**config.mk**
```make
export PLATFORM = sky130hd
export DESIGN_NAME = fetch_unit
export DESIGN_NICKNAME = d
export VERILOG_FILES = /design/src/rtl/fetch_pkg.sv /design/src/rtl/fetch_next_pc_sel.sv /design/src/rtl/fetch_unit.sv
export SDC_FILE = /design/constraint.sdc
export NUM_CORES = 1
export LEC_CHECK = 0
export ABC_AREA = 1
export CAP_MARGIN = 40
export CORE_ASPECT_RATIO = 2
export CORE_MARGIN = 3
export CORE_UTILIZATION = 40
export CTS_CLUSTER_DIAMETER = 50
export DETAILED_ROUTE_END_ITERATION = 8
export PLACE_DENSITY_LB_ADDON = 0.05
export SKIP_CTS_REPAIR_TIMING = 1
export SLEW_MARGIN = 20
export SYNTH_ARGS = -nofsm -noshare
export SYNTH_HDL_FRONTEND = slang
export SYNTH_SLANG_ARGS = --single-unit
```
**constraint.sdc**
```tcl
create_clock -name clk -period 4.4 [get_ports clk]
set_input_delay 0.88 -clock clk [delete_from_list [all_inputs] [get_ports clk]]
set_output_delay 0.88 -clock clk [all_outputs]
set_load 0.05 [all_outputs]
```
**src/rtl/fetch_pkg.sv**
```systemverilog
// Purpose: shared types and constants for the instruction-fetch stage.
// Latency: n/a (package only).
// Backpressure: n/a (package only).
package fetch_pkg;

    typedef enum logic {
        RUN   = 1'b0,
        FAULT = 1'b1
    } fetch_state_t;

    localparam logic [31:0] NOP_INST = 32'h0000_0013;
    localparam logic [31:0] PC_STEP  = 32'd4;

    // True when the word index of addr lies beyond the instruction memory.
    // Only addr[31:2] matters; the byte offset never selects a word.
    function automatic logic word_out_of_range(input logic [29:0] word_idx,
                                               input logic [31:0] words);
        return {2'b00, word_idx} >= words;
    endfunction

endpackage

```
**src/rtl/fetch_next_pc_sel.sv**
```systemverilog
// Purpose: next-PC priority select (redirect > fault check > advance > hold) and illegal-target check.
// Latency: purely combinational, zero cycles.
// Backpressure: holds pc when the fetch slot is full and decode is not ready.
// Macro: FETCH_MISALIGN_TRAP_EN makes a redirect target with nonzero bits [1:0] illegal;
//        without it those bits are dropped on load.
// Ports: pc / redirect_valid / redirect_target / slot_free in;
//        next_pc, redirect_fault, pc_fault, capture out.
import fetch_pkg::*;

module next_pc_sel #(
    parameter int unsigned IMEM_WORDS = 32
) (
    input  logic [31:0] pc,
    input  logic        redirect_valid,
    input  logic [31:0] redirect_target,
    input  logic        slot_free,
    output logic [31:0] next_pc,
    output logic        redirect_fault,
    output logic        pc_fault,
    output logic        capture
);

    localparam logic [31:0] WORDS = IMEM_WORDS;

    logic [31:0] target_load;
    logic        target_bad;

`ifdef FETCH_MISALIGN_TRAP_EN
    assign target_load = redirect_target;
    assign target_bad  = (|redirect_target[1:0])
                       | word_out_of_range(redirect_target[31:2], WORDS);
`else
    // Byte offset is discarded so a misaligned target simply fetches its word.
    logic unused_align_bits;
    assign unused_align_bits = ^redirect_target[1:0];
    assign target_load = {redirect_target[31:2], 2'b00};
    assign target_bad  = word_out_of_range(redirect_target[31:2], WORDS);
`endif

    always_comb begin
        next_pc        = pc;
        redirect_fault = 1'b0;
        pc_fault       = 1'b0;
        capture        = 1'b0;
        if (redirect_valid) begin
            // An illegal target leaves pc alone; the fault path freezes it.
            if (target_bad) begin
                redirect_fault = 1'b1;
            end else begin
                next_pc = target_load;
            end
        end else if (slot_free) begin
            if (word_out_of_range(pc[31:2], WORDS)) begin
                pc_fault = 1'b1;
            end else begin
                capture = 1'b1;
                next_pc = pc + PC_STEP;
            end
        end
    end

endmodule

```
**src/rtl/fetch_unit.sv**
```systemverilog
// Purpose: instruction-fetch stage; owns pc, fills a one-entry fetch slot, sticky fault on illegal fetch.
// Latency: instruction captured on the edge that advances pc; slot valid one cycle after pc presented.
// Backpressure: slot and pc hold while if_valid & !if_ready; redirects flush the slot.
// Macro: FETCH_MISALIGN_TRAP_EN (see next_pc_sel) enables faulting on misaligned redirect targets.
// Ports: clk/rst; pc out + inst_in in (combinational imem); redirect_valid/target in;
//        if_valid/if_pc/if_inst out, if_ready in; fault/fault_pc/fetch_count out.
import fetch_pkg::*;

module fetch_unit #(
    parameter logic [31:0] RESET_VECTOR = 32'h0000_0000,
    parameter int unsigned IMEM_WORDS   = 32
) (
    input  logic        clk,
    input  logic        rst,
    output logic [31:0] pc,
    input  logic [31:0] inst_in,
    input  logic        redirect_valid,
    input  logic [31:0] redirect_target,
    output logic        if_valid,
    output logic [31:0] if_pc,
    output logic [31:0] if_inst,
    input  logic        if_ready,
    output logic        fault,
    output logic [31:0] fault_pc,
    output logic [31:0] fetch_count
);

    fetch_state_t state;

    logic        slot_free;
    logic [31:0] next_pc;
    logic        redirect_fault;
    logic        pc_fault;
    logic        capture;

    assign slot_free = !if_valid || if_ready;

    next_pc_sel #(
        .IMEM_WORDS (IMEM_WORDS)
    ) u_next_pc_sel (
        .pc              (pc),
        .redirect_valid  (redirect_valid),
        .redirect_target (redirect_target),
        .slot_free       (slot_free),
        .next_pc         (next_pc),
        .redirect_fault  (redirect_fault),
        .pc_fault        (pc_fault),
        .capture         (capture)
    );

    always_ff @(posedge clk) begin
        if (rst) begin
            state       <= RUN;
            pc          <= RESET_VECTOR;
            if_valid    <= 1'b0;
            if_pc       <= 32'h0;
            if_inst     <= NOP_INST;
            fault       <= 1'b0;
            fault_pc    <= 32'h0;
            fetch_count <= 32'h0;
        end else begin
            // Handshake is counted even when a redirect flushes the slot this edge.
            if (if_valid && if_ready) begin
                fetch_count <= fetch_count + 32'd1;
            end

            case (state)
                RUN: begin
                    pc <= next_pc;
                    if (redirect_valid) begin
                        if_valid <= 1'b0;
                    end
                    if (redirect_fault) begin
                        state    <= FAULT;
                        fault    <= 1'b1;
                        fault_pc <= redirect_target;
                    end else if (pc_fault) begin
                        state    <= FAULT;
                        fault    <= 1'b1;
                        fault_pc <= pc;
                        if_valid <= 1'b0;
                    end else if (capture) begin
                        if_pc    <= pc;
                        if_inst  <= inst_in;
                        if_valid <= 1'b1;
                    end
                end
                FAULT: begin
                    // Sticky: pc frozen, redirects ignored, only rst leaves.
                    fault    <= 1'b1;
                    if_valid <= 1'b0;
                end
            endcase
        end
    end

endmodule

```
# Yosys cells after proc, flatten, opt, wreduce, memory -nomap -nowiden
# Cells that the tools add are included.
# W data, S select, Z words.
op_classes:
  addsub: 2
  n_lt_le_gt_ge: 2
  n_eq_ne: 3
  muxes: 25
  n_bitwise: 3
  n_reduce_logical: 8
ops:
  columns: ["op", "n"]
  rows:
  - ["$mux W32", 6]
  - ["$ge A30 B6 Y1 const B", 2]
  - ["$add A32 B1 Y32 const B", 1]
  - ["$add A32 B3 Y32 const B", 1]
  - ["$mux W1", 17]
  - ["$reduce_and A4 Y1", 2]
  - ["$ne A2 B2 Y1 const B", 2]
  - ["$pmux W1 S2", 2]
  - ["$reduce_bool A2 Y1", 2]
  - ["$ne A3 B3 Y1 const B", 1]
  - ["$not A1 Y1", 3]
  - ["$reduce_and A2 Y1", 1]
  - ["$logic_and A1 B1 Y1", 1]
  - ["$logic_not A1 Y1", 1]
  - ["$logic_or A1 B1 Y1", 1]
totals:
  regBits: 163
  out_inout_bits: 162
  elab_cells: 51

# Depth between registers and ports, before layout
logic_depth:
  ltp_word: 8
  mapped_depth: 13

# Modules after synthesis
# Synthesis repeated with hierarchy kept, for this count alone.
unflattened:
  cells_unflattened: 1008
  area_unflattened_um2: 7289.5
by_module_without_submodules:
  columns: ["mod", "instances", "cells_per_inst", "area_each_um2", "seq_area_each_um2"]
  rows:
  - ["fetch_unit", 1, 854, 6531.3, 3263.1]
  - ["next_pc_sel", 1, 154, 758.2, 0.0]

# Worst setup path before layout
# OpenSTA, ideal clock, no wires.
synth_path:
  kind: "input to register"
  startpoint: "input port if_ready"
  endpoint: "register fetch_count[19]"
  setup_time_ns: 0.129
  t_arrival_ns: 1.878
  required_ns: 4.271
  setup_slack_ns: 2.393
  cell_stages: 11
  path_buffers: 0
  cell_sequence: "nand2_1 > inv_2 > nand2_4 > nor2_4 > nand3_2 > nor2_4 > nand2_2 > nor2_4 > nand3_1 > nand2_1 > nor2_1"
synth_via:
  elab_chain_cells: 1
synth_rtl:
  columns: ["item", "line_no", "source"]
  rows:
  - ["start, declared", "fetch_unit.sv:22", "input logic if_ready,"]
  - ["$logic_and A1 B1 Y1", "fetch_unit.sv:63", "if (if_valid && if_ready) begin"]
  - ["end signal, assigned", "fetch_unit.sv:64", "fetch_count <= fetch_count + 32'd1;"]
  - ["end, declared", "fetch_unit.sv:25", "output logic [31:0] fetch_count"]
# Every way passes these cells.
# A chain may end at the register's enable or synchronous reset.

# Worst setup path in the final report
layout_path:
  startpoint: "input port redirect_target[15]"
  endpoint: "register fault"
layout_via:
  elab_chain_cells: 5
  elab_cells_between_ends: 6
layout_rtl:
  columns: ["item", "line_no", "source"]
  rows:
  - ["start, declared", "fetch_unit.sv:18", "input logic [31:0] redirect_target,"]
  - ["$ge A30 B6 Y1 (*)", "fetch_pkg.sv:18", "return {2'b00, word_idx} >= words;"]
  - ["$mux W1 (*)", "fetch_next_pc_sel.sv:47", "if (target_bad) begin"]
  - ["$mux W1 (*)", "fetch_next_pc_sel.sv:45", "if (redirect_valid) begin"]
  - ["$mux W1", "fetch_unit.sv:73", "if (redirect_fault) begin"]
  - ["$pmux W1 S2", "fetch_unit.sv:67", "case (state)"]
  - ["end signal, assigned", "fetch_unit.sv:75", "fault <= 1'b1;"]
  - ["end signal, assigned", "fetch_unit.sv:79", "fault <= 1'b1;"]
  - ["end signal, assigned", "fetch_unit.sv:90", "fault <= 1'b1;"]
  - ["end, declared", "fetch_unit.sv:23", "output logic fault,"]
# Every way passes the cells marked *; elsewhere a longest branch is shown, timed or not.

==> reports/qor.csv <==
stage;metric;value;unit
power_and_ir_drop;intPower;0.00273;W
clock_tree;cts.sinks;159;
detailed_routing;wirelength;22.9;mm
timing;drv_slew;0;
logic_synthesis;synth_top_family_by_area;simple AND/OR/NAND/NOR gates;
global_route;grt_pass1_wl;36.7;mm
timing;fin_crit_sh;67.0;%
placed_design;pre_cts_slack;991;ps
detailed_routing;drcViolationCount;0;
timing;relSlewSlack;53.2;%
logic_synthesis;yosysSeqAreaShare;44.7;%
hold_path;min_path_cells;2;
floorplan;dieArea;0.0195;sq mm
logic_synthesis;ys_seq_elements;159;
clock_tree;cts_root_buf;clkbuf_16;
cells_and_area;fin_nets;1284;
status;run_status;complete, no violations;
clock_tree;cts_buffer_depth;2;
cells_and_area;antenna_cells;0;
power_and_ir_drop;power_leakage;3.98;nW
worst_setup_path;worstPathArrival;3250;ps
timing;setup_violations;0;
timing;tns;0;ps
power_and_ir_drop;p_per_area;380;mW/mm^2
placed_design;place_inst;1404;
cells_and_area;utilization;57.8;%
worst_setup_path;reg2reg_from;pc[15];
floorplan;rows;68;
logic_synthesis;synthAdderAreaFrac;0.527;%
logic_synthesis;ys_warn_count;0;
logic_synthesis;yosys.area.top_type_share;44.7;%
detailed_routing;vias_per_cell;4.94;
logic_synthesis;synth_xor_area_share;1.60;%
hold_path;min_from;if_pc[17];
hold_path;hold_path_class;reg2reg;
logic_synthesis;synthMuxAreaShare;0;%
clock_tree;clk-insertion-delay-late;420;ps
detailed_routing;ant_nets;0;
worst_setup_path;end_kind;flip-flop;
global_route;antenna_found_initial;0;
floorplan;start_util;41.0;%
placed_design;place.gp.congestion;0.989;
detailed_routing;vias;7083;
placed_design;dp_hpwl;16.7;mm
floorplan;die_height;195;um
clock_tree;numCtsBuffers;17;
cells_and_area;final_cells;1433;
floorplan;io_pins;230;
timing;worst_slew_pin_slew;702;ps
detailed_routing;dr.pass1.iters;5;
global_route;overflow;0;
timing;layout_setup_ws;1450;ps
logic_synthesis;avgSynthCellArea;6.99;sq um
power_and_ir_drop;p_comb_share;17.9;%
power_and_ir_drop;p_sw;0.00107;W
timing;timing.final.hold_violations;0;
worst_setup_path;critical_path_class;in2reg;
detailed_routing;post_drt_wl_per_cell;16.0;um
worst_setup_path;ff2ff_path_depth;12;
global_route;grt_pass1_vias;7102;
global_route;grt_max_degree;68;
timing;max_freq;339;MHz
worst_setup_path;worstSetupStartpoint;redirect_target[15];
floorplan;core;0.0174;sq mm
logic_synthesis;synthTopCellsByArea;dfxtp_1, nand2_1, nand3_1, nor2_1, a21oi_1;
logic_synthesis;synth_area;0.00712;sq mm
power_and_ir_drop;p_seq_share;40.5;%
placed_design;port-buffer-count;225;
clock_tree;htree_levels;4;
timing;grt_setup_unrepaired;no;
detailed_routing;drtIter0Drc;221;
timing;min_period;2950;ps
cells_and_area;drive_gt1_share;5.48;%
flow_run;drv_cap;0;
logic_synthesis;synthDistinctLibCells;37;
worst_setup_path;worstSetupStartpointType;primary input;
cells_and_area;area_growth;40.8;%
timing;fin_skew;11.2;ps
global_route;grtUsageTotal;24.0;%
logic_synthesis;yosysTopAreaCell;dfxtp_1;
logic_synthesis;synthCells;1019;
power_and_ir_drop;clockPowerShare;41.6;%
logic_synthesis;synth-simple-area-share;36.2;%
power_and_ir_drop;ir_worst_vdd;0.269;mV
clock_tree;path_clk_slew;60;ps
worst_setup_path;cp_max_fo;62;
worst_setup_path;critPathRequiredTime;4700;ps
clock_tree;cts_tree;yes;
floorplan;die_w;100;um
logic_synthesis;synth-compound-area-share;7.56;%
timing;hold_ws;437;ps
power_and_ir_drop;swShare;28.2;%
==> area by class of cell <==
type | count | area (sq um)
clock inverters | 11 | 193
fillers | 1713 | 7330
multi-input cells | 711 | 3280
repair buffers | 236 | 2340
clock buffers | 18 | 429
inverters | 88 | 330
well taps | 210 | 263
flip-flops and latches | 159 | 3180
==> per-stage QoR <==
step	total power (W)	cell area (sq um)
floorplan	0.00203	7130
global placement	0.00225	9380
detailed placement	0.00226	9400
CTS	0.00385	10000
global route	0.00395	10000
finish	0.00381	10000
==> cell usage in the layout, fill, tap and decap left out, types with 2 or more instances in the layout <==
cell type / n
a21oi_1: 81
a31oi_1: 2
buf_4: 11
bufinv_16: 5
clkbuf_16: 17
clkdlybuf4s50_1: 224
clkinv_2: 2
clkinv_4: 2
clkinvlp_4: 2
conb_1: 4
dfxtp_1: 159
ha_1: 3
inv_1: 82
inv_2: 6
nand2_1: 263
nand2_2: 5
nand2_4: 2
nand3_1: 115
nand3b_1: 20
nand4_1: 9
nor2_1: 131
nor2_2: 6
nor2_4: 4
nor3_1: 26
nor3_2: 2
o21ai_0: 15
xnor2_1: 5
xor2_1: 8
==> per-layer routing <==
layer / part of all wire (%) / routed length [um] / track usage, % / vias up
li1: - / - / - / 3607
met1: 35 / 7950 / 24.4 / 3199
met2: 55 / 12500 / 43.7 / 226
met3: 6.1 / 1390 / 5.93 / 51
met4: 4.6 / 1060 / 12.5 / 0
met5: 0 / 0 / 0 / -
==> kinds of logic after synthesis <==
kind of cell,after synthesis
compound gates,104
xor+xnor,13
fa+ha+maj,3
buf+inv,152
flops,159
other cells,1
simple gates,587
==> cell usage after synthesis (all sizes together) <==
cell	n
a211oi	1
a21oi	81
a31oi	2
and3	1
buf	42
clkbuf	22
clkinv	1
conb	1
dfxtp	159
ha	3
inv	87
nand2	270
nand3	116
nand3b	20
nand4	9
nor2	141
nor2b	1
nor3	28
nor3b	1
o211ai	1
o21a	1
o21ai	16
o21ba	1
o31ai	1
xnor2	5
xor2	8
==> worst max-delay path, stage by stage <==
cell             delay (ps)
clkdlybuf4s50_1         450
nor2_1                  160
nand3_1                  90
nor2_1                  270
nand3_1                 180
nand2_2                 310
nand2_4                 440
o21ai_0                 370
nand2_1                  70
==> state kept, by name, indices dropped and copies added (netlist names) <==
| name | flops |
|---|---|
| if_inst | 32 |
| if_pc | 30 |
| if_valid | 1 |
| fault_pc | 32 |
| fetch_count | 32 |
| state | 1 |
| pc | 30 |
| fault | 1 |
==> power by group through the flow <==
stage	Clock [W]	Combinational (W)	Sequential, W
after global routing	0.00167	0.000739	0.00155
final	0.00158	0.000681	0.00154
after CTS	0.00162	0.000687	0.00154
after floorplan	0	0.000256	0.00177
after detailed placement	0	0.000684	0.00157
after global placement	0	0.000682	0.00157
==> final timing paths <==
path              slack, ps   endpoint
setup / recovery       1450      fault
hold / removal          440  if_pc[17]
setup reg to reg       1880      pc[4]
hold reg to reg         440  if_pc[17]
Power figures use the tool's default switching activity.
